$ cat src/rtl/xprog_port_arb_if.sv
// Bus bundle between the controller/DMA requesters, the port arbiter and
// the program RAM data port.
interface xprog_port_arb_if #(
    parameter int unsigned ADDR_W = 10,
    parameter int unsigned DATA_W = 32
);
    logic              ctrl_req;
    logic              ctrl_we;
    logic [ADDR_W-1:0] ctrl_addr;
    logic [DATA_W-1:0] ctrl_wdata;
    logic              ctrl_gnt;
    logic [DATA_W-1:0] ctrl_rdata;
    logic              ctrl_rvalid;

    logic              dma_req;
    logic              dma_we;
    logic [ADDR_W-1:0] dma_addr;
    logic [DATA_W-1:0] dma_wdata;
    logic              dma_gnt;
    logic [DATA_W-1:0] dma_rdata;
    logic              dma_rvalid;

    logic              mem_en;
    logic              mem_we;
    logic [ADDR_W-1:0] mem_addr;
    logic [DATA_W-1:0] mem_wdata;
    logic [DATA_W-1:0] mem_rdata;

    modport slave (
        input  ctrl_req, ctrl_we, ctrl_addr, ctrl_wdata,
        output ctrl_gnt, ctrl_rdata, ctrl_rvalid,
        input  dma_req, dma_we, dma_addr, dma_wdata,
        output dma_gnt, dma_rdata, dma_rvalid,
        output mem_en, mem_we, mem_addr, mem_wdata,
        input  mem_rdata
    );

    modport master (
        output ctrl_req, ctrl_we, ctrl_addr, ctrl_wdata,
        input  ctrl_gnt, ctrl_rdata, ctrl_rvalid,
        output dma_req, dma_we, dma_addr, dma_wdata,
        input  dma_gnt, dma_rdata, dma_rvalid,
        input  mem_en, mem_we, mem_addr, mem_wdata,
        output mem_rdata
    );
endinterface

$ cat src/rtl/xprog_port_arb.sv
// Program RAM data-port arbiter: controller has fixed priority, DMA is forced
// ahead after MAX_WAIT blocked cycles; read data is steered back by an owner tag.
module xprog_port_arb #(
    parameter int unsigned ADDR_W   = 10,
    parameter int unsigned DATA_W   = 32,
    parameter int unsigned MAX_WAIT = 4,
    parameter int unsigned CNT_W    = 16
) (
    input  logic             clk,
    input  logic             rst,
    xprog_port_arb_if.slave  bus,
    output logic [CNT_W-1:0] conflict_cnt
);
    typedef enum logic {
        OWN_CTRL = 1'b0,
        OWN_DMA  = 1'b1
    } owner_e;

    localparam logic [7:0] MAX_WAIT_C = 8'(MAX_WAIT);

    logic              ctrl_gnt, dma_gnt, conflict;
    logic              mem_we;
    logic [ADDR_W-1:0] mem_addr;
    logic [DATA_W-1:0] mem_wdata;

    logic [7:0]        starve_q, starve_d;
    logic [CNT_W-1:0]  cnt_q, cnt_d;
    logic              own_valid_q, own_valid_d;
    owner_e            own_id_q, own_id_d;

    always_comb begin
        ctrl_gnt    = 1'b0;
        dma_gnt     = 1'b0;
        mem_we      = 1'b0;
        mem_addr    = bus.ctrl_addr;
        mem_wdata   = bus.ctrl_wdata;
        conflict    = bus.ctrl_req & bus.dma_req;
        starve_d    = starve_q;
        cnt_d       = cnt_q;
        own_valid_d = 1'b0;
        own_id_d    = OWN_CTRL;

        if (!rst) begin
            if (bus.dma_req && (!bus.ctrl_req || starve_q == MAX_WAIT_C)) begin
                dma_gnt = 1'b1;
            end else if (bus.ctrl_req) begin
                ctrl_gnt = 1'b1;
            end
        end

        if (dma_gnt) begin
            mem_we    = bus.dma_we;
            mem_addr  = bus.dma_addr;
            mem_wdata = bus.dma_wdata;
        end else if (ctrl_gnt) begin
            mem_we    = bus.ctrl_we;
        end

        // Starvation count holds at MAX_WAIT so the forced slot stays armed.
        if (!bus.dma_req || dma_gnt) begin
            starve_d = '0;
        end else if (starve_q != MAX_WAIT_C) begin
            starve_d = starve_q + 8'd1;
        end

        if (conflict && cnt_q != '1) begin
            cnt_d = cnt_q + 1'b1;
        end

        own_valid_d = (ctrl_gnt & ~bus.ctrl_we) | (dma_gnt & ~bus.dma_we);
        own_id_d    = dma_gnt ? OWN_DMA : OWN_CTRL;
    end

    always_ff @(posedge clk) begin
        if (rst) begin
            starve_q    <= '0;
            cnt_q       <= '0;
            own_valid_q <= 1'b0;
            own_id_q    <= OWN_CTRL;
        end else begin
            starve_q    <= starve_d;
            cnt_q       <= cnt_d;
            own_valid_q <= own_valid_d;
            own_id_q    <= own_id_d;
        end
    end

    assign bus.ctrl_gnt    = ctrl_gnt;
    assign bus.dma_gnt     = dma_gnt;
    assign bus.mem_en      = ctrl_gnt | dma_gnt;
    assign bus.mem_we      = mem_we;
    assign bus.mem_addr    = mem_addr;
    assign bus.mem_wdata   = mem_wdata;
    assign bus.ctrl_rdata  = bus.mem_rdata;
    assign bus.dma_rdata   = bus.mem_rdata;
    // Gated by rst so a read granted just before reset never reports data.
    assign bus.ctrl_rvalid = own_valid_q & ~rst & (own_id_q == OWN_CTRL);
    assign bus.dma_rvalid  = own_valid_q & ~rst & (own_id_q == OWN_DMA);
    assign conflict_cnt    = cnt_q;
endmodule
$ cat src/flat_wrapper.sv
// flat-port wrapper written by rule: the top's interface ports become plain ports
module xprog_port_arb_flat 
#(
    parameter int unsigned ADDR_W   = 10,
    parameter int unsigned DATA_W   = 32,
    parameter int unsigned MAX_WAIT = 4,
    parameter int unsigned CNT_W    = 16
)
  (clk, rst, conflict_cnt, bus_ctrl_req, bus_ctrl_we, bus_ctrl_addr, bus_ctrl_wdata, bus_ctrl_gnt, bus_ctrl_rdata, bus_ctrl_rvalid, bus_dma_req, bus_dma_we, bus_dma_addr, bus_dma_wdata, bus_dma_gnt, bus_dma_rdata, bus_dma_rvalid, bus_mem_en, bus_mem_we, bus_mem_addr, bus_mem_wdata, bus_mem_rdata);
  xprog_port_arb_if #(.ADDR_W(ADDR_W), .DATA_W(DATA_W)) bus_i ();
  input  logic clk;
  input  logic rst;
  output logic [CNT_W-1:0] conflict_cnt;
  input wire logic [$bits(bus_i.ctrl_req)-1:0] bus_ctrl_req;
  input wire logic [$bits(bus_i.ctrl_we)-1:0] bus_ctrl_we;
  input wire logic [$bits(bus_i.ctrl_addr)-1:0] bus_ctrl_addr;
  input wire logic [$bits(bus_i.ctrl_wdata)-1:0] bus_ctrl_wdata;
  output wire logic [$bits(bus_i.ctrl_gnt)-1:0] bus_ctrl_gnt;
  output wire logic [$bits(bus_i.ctrl_rdata)-1:0] bus_ctrl_rdata;
  output wire logic [$bits(bus_i.ctrl_rvalid)-1:0] bus_ctrl_rvalid;
  input wire logic [$bits(bus_i.dma_req)-1:0] bus_dma_req;
  input wire logic [$bits(bus_i.dma_we)-1:0] bus_dma_we;
  input wire logic [$bits(bus_i.dma_addr)-1:0] bus_dma_addr;
  input wire logic [$bits(bus_i.dma_wdata)-1:0] bus_dma_wdata;
  output wire logic [$bits(bus_i.dma_gnt)-1:0] bus_dma_gnt;
  output wire logic [$bits(bus_i.dma_rdata)-1:0] bus_dma_rdata;
  output wire logic [$bits(bus_i.dma_rvalid)-1:0] bus_dma_rvalid;
  output wire logic [$bits(bus_i.mem_en)-1:0] bus_mem_en;
  output wire logic [$bits(bus_i.mem_we)-1:0] bus_mem_we;
  output wire logic [$bits(bus_i.mem_addr)-1:0] bus_mem_addr;
  output wire logic [$bits(bus_i.mem_wdata)-1:0] bus_mem_wdata;
  input wire logic [$bits(bus_i.mem_rdata)-1:0] bus_mem_rdata;
  assign bus_i.ctrl_req = bus_ctrl_req;
  assign bus_i.ctrl_we = bus_ctrl_we;
  assign bus_i.ctrl_addr = bus_ctrl_addr;
  assign bus_i.ctrl_wdata = bus_ctrl_wdata;
  assign bus_ctrl_gnt = bus_i.ctrl_gnt;
  assign bus_ctrl_rdata = bus_i.ctrl_rdata;
  assign bus_ctrl_rvalid = bus_i.ctrl_rvalid;
  assign bus_i.dma_req = bus_dma_req;
  assign bus_i.dma_we = bus_dma_we;
  assign bus_i.dma_addr = bus_dma_addr;
  assign bus_i.dma_wdata = bus_dma_wdata;
  assign bus_dma_gnt = bus_i.dma_gnt;
  assign bus_dma_rdata = bus_i.dma_rdata;
  assign bus_dma_rvalid = bus_i.dma_rvalid;
  assign bus_mem_en = bus_i.mem_en;
  assign bus_mem_we = bus_i.mem_we;
  assign bus_mem_addr = bus_i.mem_addr;
  assign bus_mem_wdata = bus_i.mem_wdata;
  assign bus_i.mem_rdata = bus_mem_rdata;
  xprog_port_arb #(.ADDR_W(ADDR_W), .DATA_W(DATA_W), .MAX_WAIT(MAX_WAIT), .CNT_W(CNT_W)) u_core (.clk(clk), .rst(rst), .bus(bus_i), .conflict_cnt(conflict_cnt));
endmodule
$ cat config.mk
export PLATFORM = sky130hd
export DESIGN_NAME = xprog_port_arb_flat
export DESIGN_NICKNAME = d
export VERILOG_FILES = /design/src/rtl/xprog_port_arb_if.sv /design/src/rtl/xprog_port_arb.sv /design/src/flat_wrapper.sv
export SDC_FILE = /design/constraint.sdc
export NUM_CORES = 1
export LEC_CHECK = 0
export CORE_AREA = 2 2 96 98
export DETAILED_ROUTE_END_ITERATION = 16
export DIE_AREA = 0 0 98 100
export PLACE_DENSITY = 0.77
export SYNTH_ARGS = -nofsm -noshare
export SYNTH_HDL_FRONTEND = slang
export SYNTH_SLANG_ARGS = --single-unit
$ cat constraint.sdc
create_clock -name clk -period 2.8 [get_ports clk]
set_clock_uncertainty 0.1 [all_clocks]
set_input_delay 0.42 -clock clk [delete_from_list [all_inputs] [get_ports clk]]
set_output_delay 0.42 -clock clk [all_outputs]
set_load 0.05 [all_outputs]
# Word level (Yosys, flattened, before mapping)
# Cells that the tools add are included.
[totals] inputBits=122 regBits=26
[classes] reduce_logical=7 muxes=10 n_eq_ne=3 bitwise_logic=12 add_sub_neg=2
[op_table] op="32-bit two-way mux" count=1
[op_table] op="16-bit by 1-bit adder with 16-bit output (second input constant)" count=1
[op_table] op="16-bit inequality test (second input constant)" count=1
[op_table] op="10-bit two-way mux" count=1
[op_table] op="8-bit by 1-bit adder with 8-bit output (second input constant)" count=1
[op_table] op="8-bit by 3-bit == test with 1-bit output (second input constant)" count=1
[op_table] op="1-bit two-way mux" count=8
[op_table] op="8-bit by 3-bit inequality test with 1-bit output (second input constant)" count=1
[op_table] op="1-bit AND" count=6
[op_table] op="1-bit inverter" count=4
[op_table] op="1-bit logical AND" count=2
[op_table] op="1-bit logical NOT" count=2
[op_table] op="1-bit logical OR" count=2
[op_table] op="1-bit bitwise OR" count=2
[op_table] op="2-bit OR reduction" count=1

# Depth between registers and ports, before layout
# Gate-level depths: netlist of the first run.
[logic_depth] depth_word=7 depth_mapped=9 depth_no_buf=7

# Worst setup path before layout of the first run
# OpenSTA, ideal clock, no wires.
[synth_path] path_kind="register -> output" startpoint="reg u_core.starve_q[0]" endpoint="out bus_mem_we" path_buffers=2 t_arrival_ps=2308 path_slack_ps=-28 t_required_ps=2280 stages_incl_launch_ff=10 path_cell_list="dfxtp_1 inv_1 ha_1 nor4bb_1 nand2_1 a211o_1 buf_2 buf_2 inv_1 a22o_1"
[synth_rtl] item="start: declaration" line="xprog_port_arb.sv:26" text="logic [7:0] starve_q, starve_d;"
[synth_rtl] item="start signal: assignment" line="xprog_port_arb.sv:81" text="starve_q <= starve_d;"
[synth_rtl] item="8-bit by 3-bit == test with 1-bit output" line="xprog_port_arb.sv:44" text="if (bus.dma_req && (!bus.ctrl_req || starve_q == MAX_WAIT_C)) begin"
[synth_rtl] item="1-bit logical OR" line="xprog_port_arb.sv:44"
[synth_rtl] item="1-bit logical AND" line="xprog_port_arb.sv:44"
[synth_rtl] item="1-bit two-way mux" line="xprog_port_arb.sv:44"
[synth_rtl] item="1-bit two-way mux" line="xprog_port_arb.sv:43" text="if (!rst) begin"
[synth_rtl] item="via bus_dma_gnt" line="flat_wrapper.sv:25" text="output wire logic [$bits(bus_i.dma_gnt)-1:0] bus_dma_gnt;"
[synth_rtl] item="1-bit two-way mux" line="xprog_port_arb.sv:51" text="if (dma_gnt) begin"
[synth_rtl] item="end: declaration" line="flat_wrapper.sv:29" text="output wire logic [$bits(bus_i.mem_we)-1:0] bus_mem_we;"
# The timed path passes the listed nets, and every way through them passes these cells.

# Worst setup path after layout of the first run
[layout_path] startpoint="reg u_core.starve_q[0]" endpoint="out bus_mem_wdata[8]"
[layout_between] elab_chain_cells=6
[layout_lines] item="8-bit by 3-bit == test with 1-bit output" line="xprog_port_arb.sv:44"
[layout_lines] item="1-bit logical OR" line="xprog_port_arb.sv:44"
[layout_lines] item="1-bit logical AND" line="xprog_port_arb.sv:44"
[layout_lines] item="1-bit two-way mux" line="xprog_port_arb.sv:44"
[layout_lines] item="1-bit two-way mux" line="xprog_port_arb.sv:43"
[layout_lines] item="32-bit two-way mux" line="xprog_port_arb.sv:51"
[layout_lines] item="end: declaration" line="flat_wrapper.sv:31" text="output wire logic [$bits(bus_i.mem_wdata)-1:0] bus_mem_wdata;"
# No other way between the ends.

==> results of run 1 <==
stage by stage:
step / cell area [µm²] / total power [mW]
global route: 3680 / 1.191
CTS: 3525 / 1.131
detailed placement: 3354 / 0.8911
global placement: 3354 / 0.8882
finish: 3680 / 1.149
floorplan: 2263 / 0.8910
report_power, final:
part	internal [mW]	switching, mW	total, mW	leakage [nW]
clock	0.0965	0.120	0.217	0.0216
combinational	0.263	0.291	0.555	1.16
sequential	0.374	0.00387	0.378	0.211
synthesized netlist by cell type (2+ instances only):
master	count	area share, %
buf_6	2	1.0
buf_4	65	22
mux2_2	43	21
or4_1	4	1.3
mux2i_1	2	0.88
or3_1	3	0.83
dfxtp_1	26	23
xnor2_1	4	1.5
nor4_1	3	0.83
buf_2	7	1.5
inv_1	12	2.0
o21ai_0	5	1.1
or4_2	2	0.77
a21oi_1	10	2.2
nor3_1	4	0.88
ha_1	3	1.7
nand2_1	7	1.2
o41ai_1	3	1.2
o31ai_1	5	1.7
nor2_1	18	3.0
xor2_1	3	1.2
nand4_1	2	0.55
nor2b_1	2	0.55
nand3_1	9	2.0
cells by family (layout without fill, tap and decap cells):
kind of cell | count (synthesis) | after routing | synth area share, %
buf+inv | 86 | 176 | 26.11
xor+xnor | 7 | 7 | 2.710
compound gates | 29 | 29 | 8.187
flops | 26 | 26 | 23.01
mux | 45 | 45 | 22.29
fa+ha+maj | 3 | 3 | 1.659
simple gates | 64 | 64 | 16.04
what timing repair did:
action / 4_1_cts / 5_1_grt
gates cloned: 1 / 3
buffers inserted: 0 / 1
setup endpoints to repair: 42 / 43
hold buffers: 0 / 0
resized for setup: 27 / 22
pin swaps: 2 / 3
registers in the layout, indices dropped and copies added, names as in the netlist:
name / flops
u_core.starve_q: 8
u_core.own_valid_q: 1
u_core.conflict_cnt: 16
u_core.own_id_q: 1
metal layers:
layer	GRT usage (%)	vias to the layer above	part of all wire, %
met2	22.87	143	41
met4	2.564	0	0.59
li1	-	1031	-
met3	7.591	11	12
met1	24.64	1010	46
met5	0	-	0
worst paths after layout:
path / from / to / slack (ns) / depth (start not counted)
min reg2reg: u_core.starve_q[0] / u_core.starve_q[0] / 0.34 / 1
max reg2reg: u_core.conflict_cnt[0] / u_core.conflict_cnt[1] / 0.58 / 6
max: u_core.starve_q[0] / bus_mem_wdata[8] / 0.09 / 8
min: u_core.starve_q[0] / u_core.starve_q[0] / 0.34 / 1
cell type report:
type,count,area [µm²]
inverter,12,45.04
tap,111,138.9
multi-input combinational,148,1179
clock buffer,3,41.29
fill,879,5210
timing repair buffer,161,1754
sequential,26,521.8
==> flow_summary.ini, run 1 <==
[critical_path]
cp.arrival_ns = 2.19
crit_family = compound AO/OA/AOI/OAI gates
cp.required_ns = 2.28
worstSetupStartpointType = register
path_class = reg2out
worstPathMaxFanout = 12
end_kind = primary output
path_buf_inv = 3
path_cells = inv_1, ha_1, nor4bb_4, nand2_2, a211o_4, buf_12, mux2_2, buf_6
crit_path_top_delay_cell = a211o_4
max_stage_delay_ns = 0.43

[routing]
wl_per_cell_um = 19.39
routed_wl_um = 8940
first_pass_iters = 4
first_iter_violations = 64
via_per_inst = 4.761
via_count = 2195
drc = 0
ant_nets = 0

[die]
io_pins = 250
start_util_pct = 25.45
core_um2 = 8890
rows = 35
die_w_um = 98
die-area_um2 = 9800
die_h_um = 100

[placement]
routabilityCongestion = 0.7790
post-place-ws_ns = 0.1326
dp_hpwl_um = 7172
dp.cells = 453
port_buffers = 153

[layout]
post-route-util_pct = 41.39
area_growth_pct = 62.67
final_common_cell = clkdlybuf4s50_1
drive_gt1_share_pct = 31.71
layoutNonFillerInstCount = 461
final_nets = 477
diodes = 0
layout_common_cells = clkdlybuf4s50_1, buf_6, mux2_2

[synth]
yosys_most_used_dff = dfxtp_1
synth_edf_count = 0
synth_cell_types = 40
synthArstFlopShare_pct = 0
syn_area_um2 = 2262
synth-warning-count = 0
syn_area_per_cell_um2 = 8.701
synthesis.nets = 385
yosysSeqAreaShare_pct = 23.01
ys_seq_elements = 26
syn_inst = 260

[timing]
setup_viol = 0
post-route-min-period_ns = 2.708
max_slew_margin_pct = 58.10
fin_tns_setup_ns = 0
fmax_mhz = 369.3
drv_slew = 0
worst_slew_pin_slew_ns = 0.6227
whs_ns = 0.3352
setup_ws_ns = 0.09235
finalHoldViolations = 0
period_share_pct = 96.70

[pwr]
leakage_nw = 1.391
ir_worst_vdd_mv = 0.1642
power_density_nw_per_um2 = 312.2

[grt]
grt_overflow = 0
grt_start_max_net_pins = 24
grt_first_pass_wirelength_um = 12500
grtUsageTotal_pct = 16.82
antenna_found_initial = 0
grt_pass1_vias = 2152

[min_path]
hold_path.class = reg2reg

[clock_tree]
cts.htree.levels = 1
cts_tree = built
root_buffer = clkbuf_8
cts_buffers = 3
cts_buffer_depth = 2
cts_sinks = 26
clk_pin_slew_ns = 0.09
insertion_delay_ns = 0.27

[outcome]
status = completed

[flow_run]
cap_violations = 0
Power figures use the tool's default switching activity.
==> inputs of run 2 (changes only) <==
SETUP_SLACK_MARGIN = 0.05   (was not set)
==> flow_summary.ini, run 2 (synthesis gave the netlist of run 1 again) <==
[die]
die-area_um2 = 9800
io_pins = 250
start_util_pct = 25.45
die_h_um = 100
rows = 35
core_um2 = 8890
die_w_um = 98

[grt]
grt_pass1_vias = 2233
grt_first_pass_wirelength_um = 12970
grtUsageTotal_pct = 17.57
antenna_found_initial = 0
grt_start_max_net_pins = 20
grt_overflow = 0

[layout]
fillers = 847
area_growth_pct = 71.90
layout_common_cells = clkdlybuf4s50_1, mux2_2, buf_6
final_nets = 483
drive_gt1_share_pct = 34.55
postLayoutCellArea_um2 = 3889
largest_reg_flops = 16
diodes = 0
final_common_cell = clkdlybuf4s50_1

[critical_path]
end_kind = primary output
r2r_end = u_core.conflict_cnt[1]
r2r_slack_ns = 0.58
worstSetupStartpointType = register
rr_startpoint = u_core.conflict_cnt[0]
worstPathMaxFanout = 5
path_class = reg2out
cp.arrival_ns = 2.22
cp.required_ns = 2.28
r2r_cells = 6

[min_path]
whs_path_depth = 2
hp-start = u_core.starve_q[2]
hold_path_end = u_core.starve_q[2]
hold_path.class = reg2reg

[timing]
finalHoldViolations = 0
max_slew_margin_pct = 57.99
post-route-min-period_ns = 2.739
fmax_mhz = 365.0
period_share_pct = 97.84
setup_viol = 0
drv_slew = 0
rsz0062_at_grt = true
worst_slew_pin_slew_ns = 0.6244
whs_ns = 0.4285

[routing]
via_count = 2189
via_per_inst = 4.687
ant_nets = 0
wl_per_cell_um = 19.28
first_pass_iters = 4
first_iter_violations = 66
routed_wl_um = 9003
drc = 0

[clock_tree]
cts_sinks = 26
clk_pin_slew_ns = 0.09
cts_tree = built
cts_buffers = 3
insertion_delay_ns = 0.27
cts_buffer_depth = 2
cts.htree.levels = 1
root_buffer = clkbuf_8

[pwr]
ir_worst_vdd_mv = 0.1666
power_density_nw_per_um2 = 303.7
leakage_nw = 1.498

[placement]
dp_hpwl_um = 7172
port_buffers = 153
dpl_cell_area_um2 = 3354
routabilityCongestion = 0.7790

[outcome]
status = completed

[flow_run]
cap_violations = 0
run 2: changes by cell type in the layout (fill, tap and decap cells not counted), sizes merged:
cell	before	now
buf	54	60
bufbuf	0	1
clkbuf	5	4
run 2: power breakdown:
group	internal [mW]	total [mW]	switching [mW]
Combinational	0.292	0.590	0.298
Clock	0.0964	0.213	0.117
Sequential	0.374	0.377	0.00372
Total	0.763	1.18	0.418
run 2: through the flow:
step                      cells  power [mW]  worst slack, ns  setup TNS (ns)  utilization, %
after floorplan             260      0.8910           0.1016               0               -
after global placement      453      0.8882           0.1796               0           37.73
after detailed placement    453      0.8911           0.1326               0           37.73
after CTS                   465       1.173          0.02838               0           42.41
after global routing        467       1.227         -0.02597         -0.4241           43.74
final                       467       1.181          0.06054               0           43.74
run 2: worst max path at each step:
stage,start,endpoint,slack (ns),cells after the start
after floorplan,u_core.starve_q[0],bus_mem_we,0.10,9
after global placement,bus_dma_req,bus_mem_wdata[13],0.18,6
after detailed placement,bus_dma_req,bus_mem_wdata[8],0.13,6
after CTS,u_core.starve_q[0],bus_mem_wdata[3],0.03,9
after global routing,u_core.starve_q[1],bus_mem_wdata[7],-0.03,9
final,u_core.starve_q[1],bus_mem_wdata[11],0.06,9
run 2: cell type report:
cell class                      count  area, µm²  area share, %
Inverter                           12      45.04          1.158
Tap cell                          111      138.9          3.571
Multi-Input combinational cell    148       1202          30.92
Sequential cell                    26      524.3          13.48
Timing Repair Buffer              167       1937          49.81
Clock buffer                        3      41.29          1.062
run 2: what timing repair did:
action	CTS	global route
pin swaps	3	3
hold buffers	0	0
endpoints found under the setup margin	43	43
gates cloned	4	1
endpoints found under the hold margin	0	0
setup buffers	5	1
resized for setup	55	24
run 2: metal layers:
metal	vias to the layer above	GRT usage, %	wire [µm]
met5	-	0	0
met4	0	2.564	56
met3	11	7.591	1156
met2	134	24.34	3716
met1	999	25.63	4073
li1	1045	-	-
run 2: worst max-delay path: stages (launching register included):
cell	delay (ns)
dfxtp_2	0.33
inv_2	0.06
ha_4	0.12
nor4bb_4	0.18
nand2_2	0.10
a211o_4	0.39
buf_12	0.15
clkbuf_16	0.15
mux2_2	0.28
buf_6	0.16
